`src/rtl/pipeline_hazard_ctrl_pkg.sv`:
```
// rtl/pipeline_hazard_ctrl_pkg.sv - shared types and defaults for the pipeline hazard controller
package pipeline_ctrl_pkg;

  typedef enum logic [1:0] {
    ST_RUN   = 2'd0,
    ST_DWAIT = 2'd1,
    ST_IWAIT = 2'd2,
    ST_ERROR = 2'd3
  } state_t;

  // sll $0,$0,0 -- what IF/ID holds after a flush
  localparam logic [31:0] NOP_INSTR = 32'h0000_0000;

  localparam int MISS_TIMEOUT_DEF = 255;
  localparam int CNT_W_DEF        = 16;

  function automatic int wait_width(input int timeout);
    int w;
    w = $clog2(timeout + 1);
    return (w < 8) ? 8 : w;
  endfunction

endpackage

```
`src/rtl/pipeline_hazard_ctrl_if.sv`:
```
// rtl/pipeline_hazard_ctrl_if.sv - status inputs and pipeline register controls
interface pipeline_hazard_ctrl_if
  import pipeline_ctrl_pkg::*;
#(
  parameter int CNT_W = CNT_W_DEF
);
  logic             icache_hit;
  logic             dcache_hit;
  logic             mem_access;
  logic             ex_mem_read;
  logic [4:0]       ex_rt;
  logic [4:0]       id_rs;
  logic [4:0]       id_rt;
  logic             id_uses_rt;
  logic             branch_taken;
  logic             pc_en;
  logic             if_id_en;
  logic             id_ex_en;
  logic             ex_mem_en;
  logic             mem_wb_en;
  logic             id_ex_bubble;
  logic             if_id_flush;
  logic             ex_mem_flush;
  logic             error;
  logic [CNT_W-1:0] stall_cycles;

  modport master (
    input  icache_hit, dcache_hit, mem_access, ex_mem_read, ex_rt,
           id_rs, id_rt, id_uses_rt, branch_taken,
    output pc_en, if_id_en, id_ex_en, ex_mem_en, mem_wb_en,
           id_ex_bubble, if_id_flush, ex_mem_flush, error, stall_cycles
  );

  modport slave (
    output icache_hit, dcache_hit, mem_access, ex_mem_read, ex_rt,
           id_rs, id_rt, id_uses_rt, branch_taken,
    input  pc_en, if_id_en, id_ex_en, ex_mem_en, mem_wb_en,
           id_ex_bubble, if_id_flush, ex_mem_flush, error, stall_cycles
  );
endinterface

```
`src/rtl/pipeline_hazard_ctrl_load_use.sv`:
```
// rtl/pipeline_hazard_ctrl_load_use.sv - combinational load-use hazard comparator
module load_use_detect (
  input  logic       i_ex_mem_read,
  input  logic [4:0] i_ex_rt,
  input  logic [4:0] i_id_rs,
  input  logic [4:0] i_id_rt,
  input  logic       i_id_uses_rt,
  output logic       o_stall
);
  // $zero is never a real dependency
  assign o_stall = i_ex_mem_read && (i_ex_rt != 5'd0) &&
                   ((i_ex_rt == i_id_rs) || (i_id_uses_rt && (i_ex_rt == i_id_rt)));
endmodule

```
`src/rtl/pipeline_hazard_ctrl.sv`:
```
// rtl/pipeline_hazard_ctrl.sv - central stall/flush sequencer for the five-stage pipeline
module pipeline_hazard_ctrl
  import pipeline_ctrl_pkg::*;
#(
  parameter int MISS_TIMEOUT = MISS_TIMEOUT_DEF,
  parameter int CNT_W        = CNT_W_DEF
) (
  input logic                   clk,
  input logic                   rst,
  pipeline_hazard_ctrl_if.master hz
);
  localparam int                WAIT_W    = wait_width(MISS_TIMEOUT);
  localparam logic [WAIT_W-1:0] WAIT_LAST = WAIT_W'(MISS_TIMEOUT - 1);

  state_t            r_state;
  state_t            w_state_nxt;
  logic [WAIT_W-1:0] r_wait_cnt;
  logic [WAIT_W-1:0] w_wait_cnt_nxt;
  logic              r_error;
  logic [CNT_W-1:0]  r_stall_cycles;
  logic              w_dmiss;
  logic              w_imiss;
  logic              w_lu_stall;
  logic              w_run_flow;
  logic [4:0]        w_en;
  logic              w_bubble;
  logic              w_if_id_flush;
  logic              w_ex_mem_flush;

  assign w_dmiss = hz.mem_access && !hz.dcache_hit;
  assign w_imiss = !hz.icache_hit;

  load_use_detect u_load_use (
    .i_ex_mem_read (hz.ex_mem_read),
    .i_ex_rt       (hz.ex_rt),
    .i_id_rs       (hz.id_rs),
    .i_id_rt       (hz.id_rt),
    .i_id_uses_rt  (hz.id_uses_rt),
    .o_stall       (w_lu_stall)
  );

  // The wait counter counts frozen miss cycles including the one that detected the miss,
  // so ERROR follows exactly MISS_TIMEOUT miss cycles unless a hit arrives in the last one.
  always_comb begin
    w_state_nxt    = r_state;
    w_wait_cnt_nxt = r_wait_cnt;
    w_run_flow     = 1'b0;
    case (r_state)
      ST_RUN: begin
        w_wait_cnt_nxt = '0;
        if (w_dmiss) begin
          w_state_nxt    = ST_DWAIT;
          w_wait_cnt_nxt = WAIT_W'(1);
        end else if (w_imiss) begin
          w_state_nxt    = ST_IWAIT;
          w_wait_cnt_nxt = WAIT_W'(1);
        end else begin
          w_run_flow = 1'b1;
        end
      end
      ST_DWAIT: begin
        if (hz.dcache_hit) begin
          w_run_flow     = 1'b1;
          w_state_nxt    = ST_RUN;
          w_wait_cnt_nxt = '0;
        end else if (r_wait_cnt >= WAIT_LAST) begin
          w_state_nxt = ST_ERROR;
        end else begin
          w_wait_cnt_nxt = r_wait_cnt + WAIT_W'(1);
        end
      end
      ST_IWAIT: begin
        if (w_dmiss) begin
          w_state_nxt    = ST_DWAIT;
          w_wait_cnt_nxt = WAIT_W'(1);
        end else if (hz.icache_hit) begin
          w_run_flow     = 1'b1;
          w_state_nxt    = ST_RUN;
          w_wait_cnt_nxt = '0;
        end else if (r_wait_cnt >= WAIT_LAST) begin
          w_state_nxt = ST_ERROR;
        end else begin
          w_wait_cnt_nxt = r_wait_cnt + WAIT_W'(1);
        end
      end
      default: begin
      end
    endcase
    if (rst) begin
      w_run_flow     = 1'b0;
      w_state_nxt    = ST_RUN;
      w_wait_cnt_nxt = '0;
    end
  end

  // A taken branch squashes the load-use victim, so it outranks the stall
  always_comb begin
    w_en           = '0;
    w_bubble       = 1'b0;
    w_if_id_flush  = 1'b0;
    w_ex_mem_flush = 1'b0;
    if (w_run_flow) begin
      w_en = '1;
      if (hz.branch_taken) begin
        w_bubble       = 1'b1;
        w_if_id_flush  = 1'b1;
        w_ex_mem_flush = 1'b1;
      end else if (w_lu_stall) begin
        w_en[4:3] = 2'b00;
        w_bubble  = 1'b1;
      end
    end
  end

  always_ff @(negedge clk) begin
    if (rst) begin
      r_state        <= ST_RUN;
      r_wait_cnt     <= '0;
      r_error        <= 1'b0;
      r_stall_cycles <= '0;
    end else begin
      r_state    <= w_state_nxt;
      r_wait_cnt <= w_wait_cnt_nxt;
      if (w_state_nxt == ST_ERROR) r_error <= 1'b1;
      if (!w_en[4] && (r_stall_cycles != '1)) r_stall_cycles <= r_stall_cycles + CNT_W'(1);
    end
  end

  assign hz.pc_en        = w_en[4];
  assign hz.if_id_en     = w_en[3];
  assign hz.id_ex_en     = w_en[2];
  assign hz.ex_mem_en    = w_en[1];
  assign hz.mem_wb_en    = w_en[0];
  assign hz.id_ex_bubble = w_bubble;
  assign hz.if_id_flush  = w_if_id_flush;
  assign hz.ex_mem_flush = w_ex_mem_flush;
  assign hz.error        = r_error;
  assign hz.stall_cycles = r_stall_cycles;

endmodule
```
`src/flat_wrapper.sv`:
```
// flat-port wrapper written by rule: the top's interface ports become plain ports
module pipeline_hazard_ctrl_flat import pipeline_ctrl_pkg::*;
#(
  parameter int MISS_TIMEOUT = MISS_TIMEOUT_DEF,
  parameter int CNT_W        = CNT_W_DEF
)
  (clk, rst, hz_icache_hit, hz_dcache_hit, hz_mem_access, hz_ex_mem_read, hz_ex_rt, hz_id_rs, hz_id_rt, hz_id_uses_rt, hz_branch_taken, hz_pc_en, hz_if_id_en, hz_id_ex_en, hz_ex_mem_en, hz_mem_wb_en, hz_id_ex_bubble, hz_if_id_flush, hz_ex_mem_flush, hz_error, hz_stall_cycles);
  pipeline_hazard_ctrl_if #(.CNT_W(CNT_W)) hz_i ();
  input logic clk;
  input logic rst;
  input wire logic [$bits(hz_i.icache_hit)-1:0] hz_icache_hit;
  input wire logic [$bits(hz_i.dcache_hit)-1:0] hz_dcache_hit;
  input wire logic [$bits(hz_i.mem_access)-1:0] hz_mem_access;
  input wire logic [$bits(hz_i.ex_mem_read)-1:0] hz_ex_mem_read;
  input wire logic [$bits(hz_i.ex_rt)-1:0] hz_ex_rt;
  input wire logic [$bits(hz_i.id_rs)-1:0] hz_id_rs;
  input wire logic [$bits(hz_i.id_rt)-1:0] hz_id_rt;
  input wire logic [$bits(hz_i.id_uses_rt)-1:0] hz_id_uses_rt;
  input wire logic [$bits(hz_i.branch_taken)-1:0] hz_branch_taken;
  output wire logic [$bits(hz_i.pc_en)-1:0] hz_pc_en;
  output wire logic [$bits(hz_i.if_id_en)-1:0] hz_if_id_en;
  output wire logic [$bits(hz_i.id_ex_en)-1:0] hz_id_ex_en;
  output wire logic [$bits(hz_i.ex_mem_en)-1:0] hz_ex_mem_en;
  output wire logic [$bits(hz_i.mem_wb_en)-1:0] hz_mem_wb_en;
  output wire logic [$bits(hz_i.id_ex_bubble)-1:0] hz_id_ex_bubble;
  output wire logic [$bits(hz_i.if_id_flush)-1:0] hz_if_id_flush;
  output wire logic [$bits(hz_i.ex_mem_flush)-1:0] hz_ex_mem_flush;
  output wire logic [$bits(hz_i.error)-1:0] hz_error;
  output wire logic [$bits(hz_i.stall_cycles)-1:0] hz_stall_cycles;
  assign hz_i.icache_hit = hz_icache_hit;
  assign hz_i.dcache_hit = hz_dcache_hit;
  assign hz_i.mem_access = hz_mem_access;
  assign hz_i.ex_mem_read = hz_ex_mem_read;
  assign hz_i.ex_rt = hz_ex_rt;
  assign hz_i.id_rs = hz_id_rs;
  assign hz_i.id_rt = hz_id_rt;
  assign hz_i.id_uses_rt = hz_id_uses_rt;
  assign hz_i.branch_taken = hz_branch_taken;
  assign hz_pc_en = hz_i.pc_en;
  assign hz_if_id_en = hz_i.if_id_en;
  assign hz_id_ex_en = hz_i.id_ex_en;
  assign hz_ex_mem_en = hz_i.ex_mem_en;
  assign hz_mem_wb_en = hz_i.mem_wb_en;
  assign hz_id_ex_bubble = hz_i.id_ex_bubble;
  assign hz_if_id_flush = hz_i.if_id_flush;
  assign hz_ex_mem_flush = hz_i.ex_mem_flush;
  assign hz_error = hz_i.error;
  assign hz_stall_cycles = hz_i.stall_cycles;
  pipeline_hazard_ctrl #(.MISS_TIMEOUT(MISS_TIMEOUT), .CNT_W(CNT_W)) u_core (.clk(clk), .rst(rst), .hz(hz_i));
endmodule
```
`config.mk`:
```
export PLATFORM = sky130hd
export DESIGN_NAME = pipeline_hazard_ctrl_flat
export DESIGN_NICKNAME = d
export VERILOG_FILES = /design/src/rtl/pipeline_hazard_ctrl_pkg.sv /design/src/rtl/pipeline_hazard_ctrl_if.sv /design/src/rtl/pipeline_hazard_ctrl_load_use.sv /design/src/rtl/pipeline_hazard_ctrl.sv /design/src/flat_wrapper.sv
export SDC_FILE = /design/constraint.sdc
export NUM_CORES = 1
export LEC_CHECK = 0
export BUFFER_PORTS_ARGS = -buffer_cell sky130_fd_sc_hd__buf_2
export CAP_MARGIN = 40
export CORE_ASPECT_RATIO = 1.4
export CORE_UTILIZATION = 53
export DETAILED_ROUTE_END_ITERATION = 16
export GPL_TIMING_DRIVEN = 0
export PLACE_DENSITY = 0.81
export SLEW_MARGIN = 20
export SYNTH_ARGS = -nofsm -noshare
export SYNTH_HDL_FRONTEND = slang
export SYNTH_SLANG_ARGS = --single-unit
```
`constraint.sdc`:
```
create_clock -name clk -period 8.45 [get_ports clk]
set_input_delay 2.535 -clock clk [delete_from_list [all_inputs] [get_ports clk]]
set_output_delay 2.535 -clock clk [all_outputs]
set_load 0.05 [all_outputs]
```
==> metrics.md, run 1 <==
| Metric | Value |
|---|---|
| Post-Syn Instances | between 200 and 250 |
| Leak Pwr | 1.180 nW |
| DR vias | 2061 |
| Layout fillers | 222 |
| RD Place Congestion | 0.8373 |
| Clock-pin slew on the worst setup and hold paths | 0.06 ns |
| VDD IR max | about 0.12 mV |
| Reg2Reg Launch Point | u_core.hz.stall_cycles[2] |
| Met1 usage | 32.47% |
| GR Util met2 | between 50% and 60% |
| CTS root buf | clkbuf_8 |
| Ant diodes | 0 |
| Tightest Pin Transition | 0.5501 ns |
| Grt total ovfl | 0 |
| Critical path launch point type | flip-flop |
| Yosys reg bits | 27 |
| Hold Crit Class | flip-flop to flip-flop |
| Synth warnings | 0 |
| EDFF count, synth | 0 |
| Largest net degree at the start of global routing | 15 |
| Critical path endpoint | hz_pc_en |
| R2R setup slack | between 5 and 6 ns |
| Vias in the first global route | 1991 |
| # rows | 24 |
| # Max-Cap Violations | 0 |
| Vias per cell | 5.957 |
| CP Max Fanout | 4 |
| Non-Filler Instances | ~350 |
| Final Hold Viols | 0 |
| Initial antenna violation count | 0 |
| First element of the critical path | u_core.r_state[1] |
| Status | complete, but fails checks |
| Worst setup EP type | output pin |
| Clock Path Buffers | 2 |
| I/O Pins | 48 |
| Synth async-reset ratio | 0% |
| Top cells by count, synth | 27 x dfxtp_1, 20 x a21oi_1, 13 x nor2_1, 12 x nand3_1 |
| Fin Setup TNS | -3.181 ns |
| ANT nets after route | 0 |
| Mean post-synth cell area | 8.109 um^2 |
| Setup WS post-layout | -0.4724 ns |
| First drt pass iteration count | 4 |
| Max Slew Vio Count | 0 |
| Critical path start-end classification | flip-flop to output pin |
| Reg2reg path depth | 8 |
| Die ar. | 0.003510 mm^2 |
| Failing checks | setup timing |
| Area contributors post-synth | dfxtp_1 31%, a21oi_1 5.8%, ha_1 5.0%, or4_1 4.8%, xor2_1 4.5% |
| Reg2reg end | u_core.hz.stall_cycles[3] |
| Drt total wl | 5.531 mm |
| CTS tree | done |
| Placed insts | 300 |
| H-Tree Depth | 1 |
| Final Setup Violations | 11 |
| Pwr Density | roughly 140 mW/mm^2 |
| Die H | 69.71 um |
| Post-Synthesis Cell Area | roughly 0.0017 mm^2 |
| Horiz. Die Dim | 50.36 um |
| Area leader, netlist | dfxtp_1 |
| Pwr Total | 0.0003601 W |
| Sequential area share after synthesis | 31.15% |
| Worst EP arrival | between 6 and 7 ns |
| Number of DRC violations after detailed-routing iteration 0 | just under 70 |
| GRT busiest layer | met2 |
| Starting Density | 55.57% |
| GRT met3 Usage | 6.140% |
| DRC | 0 |
| Most frequent cell after synthesis | dfxtp_1 |
| Req. time, crit path | about 6 ns |
| Hold slack | about 0.50 ns |
| Netlist cell types | 47 |
| I/O Buffers | 47 |
| Drt wl/cell | between 15 and 20 um |
| Layout cell share with drive strength beyond 1 | 31.92% |
| Synthesized Nets | 244 |
| Pre-CTS setup slack | -0.4864 ns |
| Post-synth top area share | 31.15% |
| CTS sink cnt | 27 |
| Top FF cell, synth | dfxtp_1 |
| Layout Skew | 0.02386 ns |
| First-pass GRT wire length | 8.680 mm |
| Core area | approximately 0.0031 mm^2 |
| Total track usage | between 30% and 40% |
| Relative slew slack | 63.29% |
| RSZ-0062 raised after global routing | yes |
| Synth-to-Final Area Change | 46.86% |
| Nets@finish | 338 |
| Detailed Place HPWL | around 3.2 mm |
| Clk_lat worst skew | 0.36 ns |
| TritonCTS Buffers | 3 |
-- metrics by stage --
stage / instance area (um^2) / utilization, %
after floorplan: 1857 / -
after global placement: 2141 / 68.55
after detailed placement: 2141 / 68.55
after CTS: 2479 / 79.37
after global routing: 2549 / 81.61
final: 2549 / 81.61
-- worst max-delay path, stage by stage, from the launching register on --
cell and delay, ns:
dfxtp_4 0.37, inv_4 0.09, ha_4 0.15, nand2_4 0.05, a2111oi_4 0.42, o31a_1 0.27, buf_6 0.13, buf_12 0.10
buf_12 0.09, buf_12 0.12
-- layer usage --
layer  vias to the layer above  wire length (um)
met5                         -                 0
met4                         0               174
met3                        19               282
met2                        86              3014
met1                       970              2060
li1                        986                 -
-- registers in the layout, indices dropped and copies added (netlist names) --
register / cells
u_core.hz.stall_cycles: 16
u_core.r_wait_cnt: 8
u_core.r_state: 2
u_core.hz.error: 1
-- what timing repair did --
item | in CTS | in global routing
pin swaps | 10 | 10
hold buffers | 0 | 0
resized for setup | 30 | 10
setup endpoints to repair | 13 | 18
buffers inserted | 12 | 4
-- logic make-up after synthesis --
family | synth area share (%)
buffers and inverters | 5.984
flip-flops | 31.15
AO/OA/AOI/OAI | 23.36
XOR/XNOR | 5.552
adder cells (fa/ha/maj) | 5.047
multiplexers | 2.523
AND/OR/NAND/NOR | 26.39
-- power breakdown --
| part | switching, W | total (W) | leakage (nW) | internal (W) |
|---|---|---|---|---|
| Sequential | 0.00000471 | 0.000136 | 0.220 | 0.000131 |
| Clock | 0.0000808 | 0.000130 | 0.171 | 0.0000494 |
| Combinational | 0.0000518 | 0.0000937 | 0.790 | 0.0000419 |
| Total | 0.000137 | 0.000360 | 1.18 | 0.000223 |
-- worst min path at each step --
stage                            to  cells after the start                  from  slack, ns
2_1_floorplan  u_core.r_wait_cnt[7]                      2  u_core.r_wait_cnt[7]       0.46
4_1_cts             u_core.hz.error                      2       u_core.hz.error       0.49
3_5_place_dp        u_core.hz.error                      2       u_core.hz.error       0.48
3_3_place_gp        u_core.hz.error                      2       u_core.hz.error       0.45
5_1_grt             u_core.hz.error                      2       u_core.hz.error       0.51
6_report            u_core.hz.error                      2       u_core.hz.error       0.50
-- placed cells by master (no fill, tap or decap), types with 4 or more instances in the layout --
| cell type | n |
|---|---|
| buf_2 | 40 |
| inv_1 | 31 |
| dfxtp_1 | 25 |
| a21oi_1 | 18 |
| nor2_1 | 13 |
| buf_4 | 13 |
| nand3_1 | 12 |
| nand2_1 | 10 |
| xor2_1 | 9 |
| buf_6 | 9 |
| clkbuf_1 | 8 |
| or4_1 | 8 |
| o31ai_1 | 8 |
| and3_1 | 7 |
| o21ai_0 | 6 |
| a31oi_1 | 5 |
| buf_8 | 5 |
| nand2b_1 | 4 |
| nor3_1 | 4 |
| ha_1 | 4 |
-- cell type report --
| cell class | count | area [um^2] | share of cell area [%] |
|---|---|---|---|
| clock buffer | 3 | 41.29 | 1.620 |
| timing repair buffer | 63 | 444.2 | 17.43 |
| sequential | 27 | 548.0 | 21.50 |
| tap | 39 | 48.80 | 1.915 |
| buffer | 15 | 120.1 | 4.713 |
| inverter | 5 | 23.77 | 0.9327 |
| clock inverter | 28 | 105.1 | 4.124 |
| multi-input combinational | 166 | 1217 | 47.77 |
(Power assumes the default switching activity.)
==> run 2: changes to the inputs <==
ABC_AREA = 1   (was not set)
PLACE_DENSITY = 0.79   (was 0.81)
==> metrics.md, run 2 <==
| Metric | Value |
|---|---|
| Status | complete, but fails checks |
| Failing checks | setup timing |
| # rows | 25 (+4.2%) |
| Worst setup EP type | output pin |
| Post-Synthesis Cell Area | 0.001933 mm^2 (+11%) |
| First-pass GRT wire length | 7.935 mm (-8.6%) |
| Critical path launch point type | flip-flop |
| CTS sink cnt | 27 (unchanged) |
| Max Slew Vio Count | 0 (unchanged) |
| Mux contribution to synthesized area | 0% (-2.5 points) |
| Top cells by count, synth | 68 x nand2_1, 46 x inv_1, 34 x nand3_1, 27 x dfxtp_1, 25 x nor2_1 |
| Synth Area in XOR/XNOR | 6.796% (+1.2 points) |
| RD Place Congestion | 0.8280 (-1.1%) |
| Synthesized Nets | 330 (+35%) |
| I/O Pins | 48 (unchanged) |
| Area contributors post-synth | dfxtp_1 28%, nand2_1 13%, inv_1 8.9%, nand3_1 8.8%, a21oi_1 6.2% |
| First drt pass iteration count | 4 (unchanged) |
| Worst path max stage delay | 0.36 ns (-0.06 ns) |
| Post-Synth Simple-Gate Area | 35.73% (+9.3 points) |
| Netlist cell types | 30 (-36%) |
| Layout cell share with drive strength beyond 1 | 23.50% (-8.4 points) |
| Starting Density | 56.18% (+0.61 points) |
| CP Max Fanout | 3 (-1) |
| CP Cell Sequence | inv_4, ha_4, inv_2, o22ai_2, inv_2, nor2_4, buf_12, nand2_8, clkinvlp_4, buf_8, buf_8 |
| Pwr Density | 147.8 mW/mm^2 (+4.6%) |
| Req. time, crit path | 5.92 ns (about the same) |
| Synth warnings | 0 (unchanged) |
| Post-Syn Instances | 300 (+40%) |
| Ant diodes | 0 (unchanged) |
| Top FF cell, synth | dfxtp_1 |
| Mean post-synth cell area | 6.444 um^2 (-21%) |
| Relative slew slack | 69.37% (+6.1 points) |
| Horiz. Die Dim | 53.04 um (+5.3%) |
| DRC | 0 (unchanged) |
| Hold-fix buffers, CTS | 0 (unchanged) |
| Most frequent cell after synthesis | nand2_1 |
| Die H | 73.46 um (+5.4%) |
| Grt total ovfl | 0 (unchanged) |
| Clock Path Buffers | 2 (unchanged) |
| Nets@finish | 414 (+22%) |
| Number of flip-flops under the largest register name | 16 (unchanged) |
| Number of DRC violations after detailed-routing iteration 0 | 51 (-25%) |
| Synth async-reset ratio | 0% (unchanged) |
| DR vias | 2184 (+6.0%) |
| Drt wl/cell | 11.69 um (-27%) |
| Core area | 0.003441 mm^2 (+10%) |
| H-Tree Depth | 1 (unchanged) |
| Final Hold Viols | 0 (unchanged) |
| Setup WS post-layout | -0.1399 ns (+0.3325 ns) |
| Post-synth top area share | 27.96% (-3.2 points) |
| RSZ-0062 raised after global routing | yes |
| ANT nets after route | 0 (unchanged) |
| Multi-input gate area | 0.001260 mm^2 (+3.5%) |
| Total track usage | 26.35% (-5.3 points) |
| VDD IR max | 0.1238 mV (+6.8%) |
| Die ar. | 0.003896 mm^2 (+11%) |
| Initial antenna violation count | 0 (unchanged) |
| Vias in the first global route | 2065 (+3.7%) |
| Largest family of logic cells by synthesized area | simple AND/OR/NAND/NOR gates |
| Tightest Pin Transition | 0.4594 ns (-0.09070 ns) |
| TritonCTS Buffers | 3 (unchanged) |
| Synth Area in Compound Gates | 12.88% (-10 points) |
| Largest net degree at the start of global routing | 18 (+3) |
| Vias per cell | 5.163 (-13%) |
| Buf/Inv on CP | 7 (+2) |
| Worst EP arrival | 6.05 ns (-0.34 ns) |
| Register area | 548.0 um^2 (unchanged) |
| Area leader, netlist | dfxtp_1 |
| Adder-cell share of the synthesized area | 4.531% (-0.52 points) |
| CTS root buf | clkbuf_8 |
| Layout Skew | 0.02361 ns (-0.0002517 ns) |
| Critical path start-end classification | flip-flop to output pin |
| Detailed Place HPWL | 3.527 mm (+9.8%) |
| Commonest cells after routing, fill and taps aside | 68 x nand2_1, 66 x inv_1, 39 x buf_2, 34 x nand3_1, 25 x dfxtp_1 |
| Layout fillers | 291 (+31%) |
| I/O Buffers | 47 (unchanged) |
| Leak Pwr | 1.253 nW (+6.2%) |
| Kind of cell adding the most delay to the critical path | buffers and inverters |
| Worst path slowest cell | dfxtp_4 |
| Clock-pin slew on the worst setup and hold paths | 0.06 ns (about the same) |
| Final Setup Violations | 7 (-4) |
| Non-Filler Instances | 423 (+22%) |
| Pre-CTS setup slack | -0.04411 ns (+0.4423 ns) |
| Placed insts | 387 (+29%) |
| Synth-to-Final Area Change | 36.83% |
| Drt total wl | 4.943 mm (-11%) |
| # Max-Cap Violations | 0 (unchanged) |
| Hold Crit Class | flip-flop to flip-flop |
| Sequential area share after synthesis | 27.96% (-3.2 points) |
| CTS tree | done |
| EDFF count, synth | 0 (unchanged) |
| Most common cell after layout, fill and taps aside | nand2_1 |
| Clk_lat worst skew | 0.36 ns (about the same) |
| Yosys reg bits | 27 (unchanged) |
[run 2: changes by cell type after synthesis, moves of 5 or more]
cell,previous run,this run
o31ai_1,10,0
or4_1,11,0
and3_1,7,0
nand3_1,12,34
nand2_1,11,68
nor2_1,13,25
inv_1,6,46
clkbuf_1,8,3
[run 2: worst min-delay path: stages (launching register included)]
cell and delay [ns]:
dfxtp_1 0.30, inv_1 0.05, a21oi_1 0.06
[run 2: final cells by class]
cell class                      count  share of cell area, %
Clock buffer                        3                  1.561
Clock inverter                     28                  4.967
Tap cell                           40                  1.892
Buffer                              8                  2.412
Multi-Input combinational cell    217                  47.63
Sequential cell                    27                  20.72
Timing Repair Buffer               54                  13.95
Inverter                           46                  6.859
[run 2: final timing paths]
check	startpoint	slack (ns)	depth (start not counted)	endpoint
max	u_core.r_state[1]	-0.14	11	hz_pc_en
min	u_core.hz.error	0.47	2	u_core.hz.error
max reg2reg	u_core.hz.stall_cycles[0]	6.48	9	u_core.hz.stall_cycles[8]
min reg2reg	u_core.hz.error	0.47	2	u_core.hz.error
[run 2: kinds of logic after synthesis]
kind of cell | Yosys count
AOI/OAI and AO/OA | 45
xor gates and xnor gates | 15
adders and majority gates | 7
buffers and inverters | 56
DFF | 27
and+or+nand+nor | 150
[run 2: metrics by stage]
step | power [W] | utilization [%] | hold WS (ns) | setup TNS (ns) | instance area [um^2]
floorplan | 0.0002206 | - | 0.4633 | -0.2865 | 2043
global placement | 0.0002391 | 67.67 | 0.4386 | -0.03881 | 2328
detailed placement | 0.0002402 | 67.67 | 0.4439 | -0.04411 | 2328
CTS | 0.0003904 | 75.53 | 0.4493 | -0.4630 | 2599
global route | 0.0004197 | 76.87 | 0.4907 | -1.147 | 2645
finish | 0.0003909 | 76.87 | 0.4710 | -0.4565 | 2645
[run 2: where the power goes]
group	switching, W	leakage (nW)	total [W]	internal (W)
sequential	0.00000589	0.220	0.000138	0.000132
combinational	0.0000567	0.854	0.0000962	0.0000395
clock	0.0000765	0.180	0.000157	0.0000801
total	0.000139	1.25	0.000391	0.000252
[run 2: what timing repair did]
action / CTS / global route
resized for setup: 22 / 5
buffers inserted: 5 / 2
pin swaps: 5 / 2
setup endpoints to repair: 8 / 8
[run 2: layer usage]
metal | vias up | part of all wire, % | GRT usage, %
met5 | - | 0 | 0
met4 | 0 | 2.8 | 14.04
met3 | 14 | 3.1 | 4.348
met2 | 59 | 53 | 49.93
met1 | 975 | 41 | 26.11
li1 | 1136 | - | -
